===== src/rtl/gcd_controller.sv =====
// Control FSM for a subtractive GCD datapath: loads operands, steers the
// subtract muxes from the compare flags and aborts on step overrun or bad flags.
module gcd_controller #(
  parameter int unsigned MAX_ITER = 255
) (
  input  logic clk,
  input  logic rst,
  input  logic start,
  input  logic gt,
  input  logic lt,
  input  logic eq,
  output logic asel,
  output logic bsel,
  output logic aload,
  output logic bload,
  output logic out_en,
  output logic busy,
  output logic done,
  output logic err
);

  localparam int unsigned CW = (MAX_ITER < 1) ? 1 : $clog2(MAX_ITER + 1);

  typedef enum logic [2:0] {
    S_IDLE = 3'd0,
    S_LOAD = 3'd1,
    S_CALC = 3'd2,
    S_DONE = 3'd3,
    S_ERR  = 3'd4
  } state_t;

  state_t        state_q, state_d;
  logic [CW-1:0] cnt_q, cnt_d;

  logic flags_ok;
  logic limit_hit;
  logic calc_err;

  // Exactly one compare flag must be high; anything else means a broken datapath.
  assign flags_ok  = $onehot({gt, lt, eq});
  assign limit_hit = (cnt_q == CW'(MAX_ITER));
  assign calc_err  = !flags_ok || (limit_hit && !eq);

  always_ff @(posedge clk) begin
    if (rst) begin
      state_q <= S_IDLE;
      cnt_q   <= '0;
    end else begin
      state_q <= state_d;
      cnt_q   <= cnt_d;
    end
  end

  always_comb begin
    state_d = state_q;
    cnt_d   = cnt_q;
    case (state_q)
      S_IDLE: begin
        if (start) state_d = S_LOAD;
      end
      S_LOAD: begin
        cnt_d   = '0;
        state_d = S_CALC;
      end
      S_CALC: begin
        if (calc_err) begin
          state_d = S_ERR;
        end else if (eq) begin
          state_d = S_DONE;
        end else if (!limit_hit) begin
          cnt_d = cnt_q + CW'(1);
        end
      end
      S_DONE:  state_d = S_IDLE;
      S_ERR:   state_d = S_IDLE;
      default: state_d = S_IDLE;
    endcase
  end

  // Outputs are forced low combinationally while reset is held.
  always_comb begin
    asel   = 1'b0;
    bsel   = 1'b0;
    aload  = 1'b0;
    bload  = 1'b0;
    out_en = 1'b0;
    busy   = 1'b0;
    done   = 1'b0;
    err    = 1'b0;
    if (!rst) begin
      case (state_q)
        S_LOAD: begin
          asel  = 1'b1;
          bsel  = 1'b1;
          aload = 1'b1;
          bload = 1'b1;
          busy  = 1'b1;
        end
        S_CALC: begin
          busy = 1'b1;
          if (!calc_err) begin
            if (gt) aload = 1'b1;
            if (lt) bload = 1'b1;
            if (eq) out_en = 1'b1;
          end
        end
        S_DONE: begin
          busy = 1'b1;
          done = 1'b1;
        end
        S_ERR: begin
          busy = 1'b1;
          done = 1'b1;
          err  = 1'b1;
        end
        default: ;
      endcase
    end
  end

endmodule

===== config.mk =====
export PLATFORM = sky130hd
export DESIGN_NAME = gcd_controller
export DESIGN_NICKNAME = d
export VERILOG_FILES = /design/src/rtl/gcd_controller.sv
export SDC_FILE = /design/constraint.sdc
export NUM_CORES = 1
export LEC_CHECK = 0
export BUFFER_PORTS_ARGS = -buffer_cell sky130_fd_sc_hd__buf_4
export CAP_MARGIN = 20
export CORE_MARGIN = 2
export CORE_UTILIZATION = 45
export CTS_CLUSTER_DIAMETER = 200
export DETAILED_ROUTE_END_ITERATION = 12
export PLACE_DENSITY = 0.79
export SLEW_MARGIN = 10
export SYNTH_ARGS = -nofsm -noshare
export SYNTH_HDL_FRONTEND = slang
export SYNTH_SLANG_ARGS = --single-unit

===== constraint.sdc =====
create_clock -name clk -period 1.9 [get_ports clk]
set_input_delay 0.19 -clock clk [delete_from_list [all_inputs] [get_ports clk]]
set_output_delay 0.19 -clock clk [all_outputs]
set_load 0.01 [all_outputs]

==> flow_summary.yaml, run 1 <==
status:
  status: "finished clean"
clock_network:
  root_buffer: "clkbuf_4"
  clock-sinks: 11
  clkLatencyLatePin_ns: 0.27
  cts_buffers: 3
  clockBufferDepth: 2
  cts_tree: "built"
  h-tree-depth: 1
  cts-resized-gates: 0
  path_clk_slew_ns: 0.07
worst_setup_path:
  crit_chain: "nor2b_1, nor3b_4, buf_4, nand2_1, o21ai_1, buf_4"
  cp-endpoint: "bload"
  start_kind: "flop"
  critPathRequiredTime_ns: 1.71
  worstPathBufferInverterCount: 2
  worstPathArrival_ns: 1.61
  r2r_end: "cnt_q[2]$_SDFFE_PP0P_"
  path_class: "reg2out"
  cp-end-kind: "output port"
  cp_top_family: "simple AND/OR/NAND/NOR gates"
  r2r_slack_ns: 0.34
  worstPathMaxFanout: 9
  cpPeakStageDelay_ns: 0.45
  crit_start: "state_q[1]$_SDFFE_PP0P_"
  crit_path_frequent_cell: "buf_4"
  r2r_cells: 5
  slowest_stage: "dfxtp_1"
  cp_num_cells: 6
  reg2reg_from: "cnt_q[1]$_SDFFE_PP0P_"
finish:
  nets: 110
  most-common-layout-cells: "buf_4, dfxtp_1, nand2_1"
  diodes: 0
  layout_commonest_cell: "buf_4"
  n_fill_cell: 143
  layout-drive-gt1-share_pct: 24.8
  regArea_um2: 220
  multi_input_area_um2: 420
  areaGrowthSynthToFinish_pct: 18.8
floorplan:
  initial_core_util_pct: 47.3
  die_area_um2: 1900
  die_w_um: 43.6
  die_h_um: 43.6
  rows: 14
  core_um2: 1490
  io_pins: 14
synthesis:
  synth_area_leaders: "dfxtp_1, a31oi_1, nand2_1, inv_1, o21ai_1"
  synth.top_cell.area_share_pct: 31.3
  syn_area_per_cell_um2: 8.29
  synth_seq_cells: 11
  synthesis.area_um2: 704
  syn_nets: 93
  ys_seq_area_share_pct: 31.3
  synth_top_area_cell: "dfxtp_1"
  synthCells: 85
  ys_types: 35
  yosysWarnings: 0
detailed_routing:
  ant_nets: 0
  first_iter_violations: 21
  drc: 0
  via_count: 669
  drt_pass1_iterations: 4
  routed_wl_um: 1550
  wl_per_cell_um: 13.3
  avgViaCountPerCell: 5.72
pwr:
  irDropWorstVdd_v: 0.000374
  total_power_uw: 481
  p_leak_nw: 0.343
  p_per_area_nw_per_um2: 575
sta:
  setup_viol: 0
  post-route-period-util_pct: 95.0
  fmax_mhz: 554
  tightest_slew_ns: 0.345
  max_slew_margin_pct: 77.0
  hold_violations: 0
  finalMaxSlewViolations: 0
  finClkSkew_ns: 0.00529
  min_period_ns: 1.80
  finalSetupTns_ns: 0
  rsz0062_at_grt: "no"
global_route:
  track_usage_pct: 16.0
  grt_pass1_wl_um: 2280
  grt_pass1_vias: 538
  grt.overflow.total: 0
  grt_start_max_net_pins: 11
  antenna_found_initial: 0
min_path:
  hold_path_class: "in2reg"
flow_run:
  drv_cap: 0
place:
  portBuffers: 13
  gp_congestion: 0.771
  hpwl_um: 1140
stage by stage:
stage | area (µm²) | cells | hold WS, ns | setup WS [ns] | utilization, %
finish | 837 | 117 | 0.168 | 0.0953 | 56.2
global route | 837 | 117 | 0.168 | 0.00646 | 56.2
CTS | 815 | 114 | 0.162 | 0.00523 | 54.7
detailed placement | 788 | 110 | 0.445 | 0.0785 | 52.9
global placement | 788 | 110 | 0.445 | 0.152 | 52.9
floorplan | 704 | 85 | 0.425 | 0.355 | -
state kept, by name (all words and copies together) (netlist names):
register  count
cnt_q         8
state_q       3
cell usage after synthesis:
cell type,count
a31oi_1,6
nand3_1,3
clkbuf_4,1
nand2_1,10
a22oi_1,1
o21ai_0,3
nor4b_1,1
nand2_2,1
a31o_2,1
and2_1,1
nor3b_4,1
and4_1,1
and3_1,3
nand2b_1,1
nand4_1,2
fa_1,1
a21oi_1,4
xor2_1,1
a41oi_1,1
nor3b_1,1
o21a_1,1
a311o_4,1
o2111a_2,1
dfxtp_1,11
and2b_1,1
ha_1,1
buf_6,1
nor3_1,1
nor4b_4,1
inv_1,8
buf_4,2
nor4_1,1
nor2b_1,2
o21ai_1,5
nor2_1,4
worst reg2reg max path, cell delays in order (launching register included):
cell	delay (ns)
dfxtp_1	0.37
ha_1	0.22
and3_1	0.23
nand2_2	0.06
a311o_4	0.42
a31oi_1	0.19
worst min path at each step:
stage | cells past startpoint | endpoint | start
CTS | 2 | state_q[0]$_SDFFE_PP0P_ | rst
detailed placement | 2 | state_q[0]$_SDFFE_PP0P_ | rst
finish | 2 | state_q[0]$_SDFFE_PP0P_ | rst
floorplan | 2 | state_q[0]$_SDFFE_PP0P_ | eq
global route | 2 | state_q[0]$_SDFFE_PP0P_ | rst
global placement | 2 | state_q[0]$_SDFFE_PP0P_ | rst
power by group:
| part | total [mW] | internal, mW | switching (mW) |
|---|---|---|---|
| sequential | 0.243 | 0.234 | 0.00845 |
| combinational | 0.0777 | 0.0379 | 0.0398 |
| clock | 0.161 | 0.0812 | 0.0799 |
metal layers:
| layer | routed length (µm) | vias to the layer above | global-route usage, % |
|---|---|---|---|
| met5 | 0 | - | 0 |
| met4 | 12 | 0 | 9.70 |
| met3 | 73 | 2 | 2.50 |
| met2 | 758 | 22 | 24.4 |
| met1 | 710 | 305 | 21.1 |
| li1 | - | 340 | - |
area by class of cell:
class,instances,share of cell area (%)
multi-input combinational,62,50.2
sequential,11,26.3
timing repair buffer,16,14.3
inverter,8,3.59
clock buffer,4,3.14
tap,16,2.39
cells by family after synthesis:
| logic type | synth area share, % |
|---|---|
| compound gates | 23.1 |
| buf+inv | 9.06 |
| flops | 31.3 |
| simple gates | 30.7 |
| fa+ha+maj | 4.62 |
| xor+xnor | 1.24 |
timing repair:
item / in CTS / in global routing
hold buffers: 0 / 0
setup buffers: 0 / 3
endpoints found under the setup margin: 0 / 3
Power figures use the tool's default switching activity.
==> inputs of run 2 (changes only) <==
--- a/config.mk
+++ b/config.mk
@@ -5,6 +5,7 @@
 export SDC_FILE = /design/constraint.sdc
 export NUM_CORES = 1
 export LEC_CHECK = 0
+export ABC_AREA = 1
 export BUFFER_PORTS_ARGS = -buffer_cell sky130_fd_sc_hd__buf_4
 export CAP_MARGIN = 20
 export CORE_MARGIN = 2
==> flow_summary.yaml, run 2 <==
floorplan:
  die_h_um: 45.2
  die_w_um: 45.2
  core_um2: 1540
  io_pins: 14
  die_area_um2: 2040
  rows: 14
  initial_core_util_pct: 49.4
worst_setup_path:
  critPathRequiredTime_ns: 1.71
  path_class: "reg2out"
  worstPathMaxFanout: 3
  start_kind: "flop"
  cp-end-kind: "output port"
  worstPathArrival_ns: 1.61
sta:
  finClkSkew_ns: 0.00447
  max_slew_margin_pct: 83.0
  setup_viol: 0
  min_period_ns: 1.80
  hold_violations: 0
  fmax_mhz: 555
  final.setup.worst_slack_ns: 0.0984
  tightest_slew_ns: 0.253
  hold_ws_ns: 0.191
  finalMaxSlewViolations: 0
  post-route-period-util_pct: 94.8
clock_network:
  h-tree-depth: 1
  cts_tree: "built"
  path_clk_slew_ns: 0.08
  root_buffer: "clkbuf_4"
  clkLatencyLatePin_ns: 0.27
  clock-sinks: 11
  clockBufferDepth: 2
  cts_buffers: 3
  cts_hold_buffers: 0
synthesis:
  synth_most_common_cell: "nand2_1"
  synth_ff_type: "dfxtp_1"
  ys_seq_area_share_pct: 28.9
  synthCells: 119
  synthesis.area_um2: 762
  syn_area_per_cell_um2: 6.40
  async_reset_ff_share_pct: 0
  synth_area_leaders: "dfxtp_1, nand2_1, nor2_1, nand3_1, inv_1"
  syn_nets: 127
  ys_types: 22
  yosysWarnings: 0
  synth_edf_count: 0
  synth_seq_cells: 11
  synth_common_cells: "nand2_1, nor2_1, inv_1"
  synth.top_cell.area_share_pct: 28.9
  synth_top_area_cell: "dfxtp_1"
detailed_routing:
  drt_pass1_iterations: 4
  drc: 0
  first_iter_violations: 16
  wl_per_cell_um: 11.3
  routed_wl_um: 1710
  avgViaCountPerCell: 5.24
  ant_nets: 0
  via_count: 796
pwr:
  p_per_area_nw_per_um2: 909
  irDropWorstVdd_v: 0.000486
  p_leak_nw: 0.429
  total_power_uw: 854
finish:
  diodes: 0
  instances_no_fill: 152
  areaGrowthSynthToFinish_pct: 23.3
  utilization_pct: 61.0
  layout-drive-gt1-share_pct: 24.3
  top_register: "cnt_q"
  largest_reg_flops: 8
  layout_commonest_cell: "nand2_1"
  top_regs: "cnt_q (8), state_q (3)"
  most-common-layout-cells: "nand2_1, inv_1, nor2_1"
  nets: 145
global_route:
  antenna_found_initial: 0
  grt_start_max_net_pins: 13
  grt.overflow.total: 0
  track_usage_pct: 18.5
  grt_pass1_wl_um: 2790
  grt_pass1_vias: 736
place:
  hpwl_um: 1300
  preCtsSetupSlack_ns: 0.0361
  portBuffers: 13
  gp_congestion: 0.852
  dp_cells: 147
min_path:
  hold_path_class: "in2reg"
flow_run:
  drv_cap: 0
status:
  status: "finished clean"
## run 2: cell types whose count changed after synthesis, sizes merged, moves of 3 or more
cell   before  now
nor2        4   23
a31oi       6    0
and3        3    0
o21ai       8    3
nand2      11   27
inv         8   20
nand3       3   15
## run 2: path summary, 6_finish.rpt
check,start,end,slack (ns),depth (start not counted)
max,cnt_q[0]$_SDFFE_PP0P_,bload,0.1,10
min,rst,cnt_q[4]$_SDFFE_PP0P_,0.19,2
min reg2reg,cnt_q[0]$_SDFFE_PP0P_,cnt_q[0]$_SDFFE_PP0P_,0.48,1
max reg2reg,cnt_q[0]$_SDFFE_PP0P_,cnt_q[2]$_SDFFE_PP0P_,0.37,11
## run 2: area by class of cell
type                    instances  area [µm²]
multi-input cells              86         483
fillers                       149         602
well taps                      16        20.0
clock buffers                   4        26.3
flip-flops and latches         11         223
repair buffers                 15         113
inverters                      20        75.1
## run 2: critical path, cell delays in order, from the launching register on
cell	delay, ns
dfxtp_2	0.37
ha_4	0.15
nand2_1	0.07
nor2_2	0.14
nand3_1	0.10
nand2_2	0.10
nand2_4	0.05
nand2_2	0.08
nor2_4	0.04
o21a_1	0.10
buf_4	0.14
## run 2: power by group
part	leakage [nW]	switching [mW]	total (mW)	internal, mW
Clock	0.0150	0.0857	0.167	0.0812
Combinational	0.323	0.230	0.381	0.151
Sequential	0.0904	0.0444	0.306	0.262
Total	0.429	0.360	0.854	0.494
## run 2: stage by stage
stage	TNS, ns	area (µm²)
2_1_floorplan	0	762
3_3_place_gp	0	876
3_5_place_dp	0	876
4_1_cts	0	902
5_1_grt	-0.00953	940
6_report	0	940
## run 2: kinds of logic (layout without fill, tap and decap cells)
family                     count (synthesis)  in the layout  share of synthesized area (%)
and+or+nand+nor                           70             70                           44.5
buffers and inverters                     22             39                           11.3
AOI/OAI and AO/OA                         14             14                           11.0
DFF                                       11             11                           28.9
adders and majority gates                  2              2                           4.27
## run 2: repair_timing
action	4_1_cts	5_1_grt
endpoints found under the setup margin	0	2
setup buffers	0	1
gates resized for setup	0	9
## run 2: metal layers
| layer | GRT usage, % | vias up | routed length (µm) |
|---|---|---|---|
| met5 | 0 | - | 0 |
| met4 | 5.29 | 0 | 10 |
| met3 | 3.60 | 2 | 124 |
| met2 | 32.9 | 27 | 829 |
| met1 | 22.4 | 355 | 749 |
| li1 | - | 412 | - |
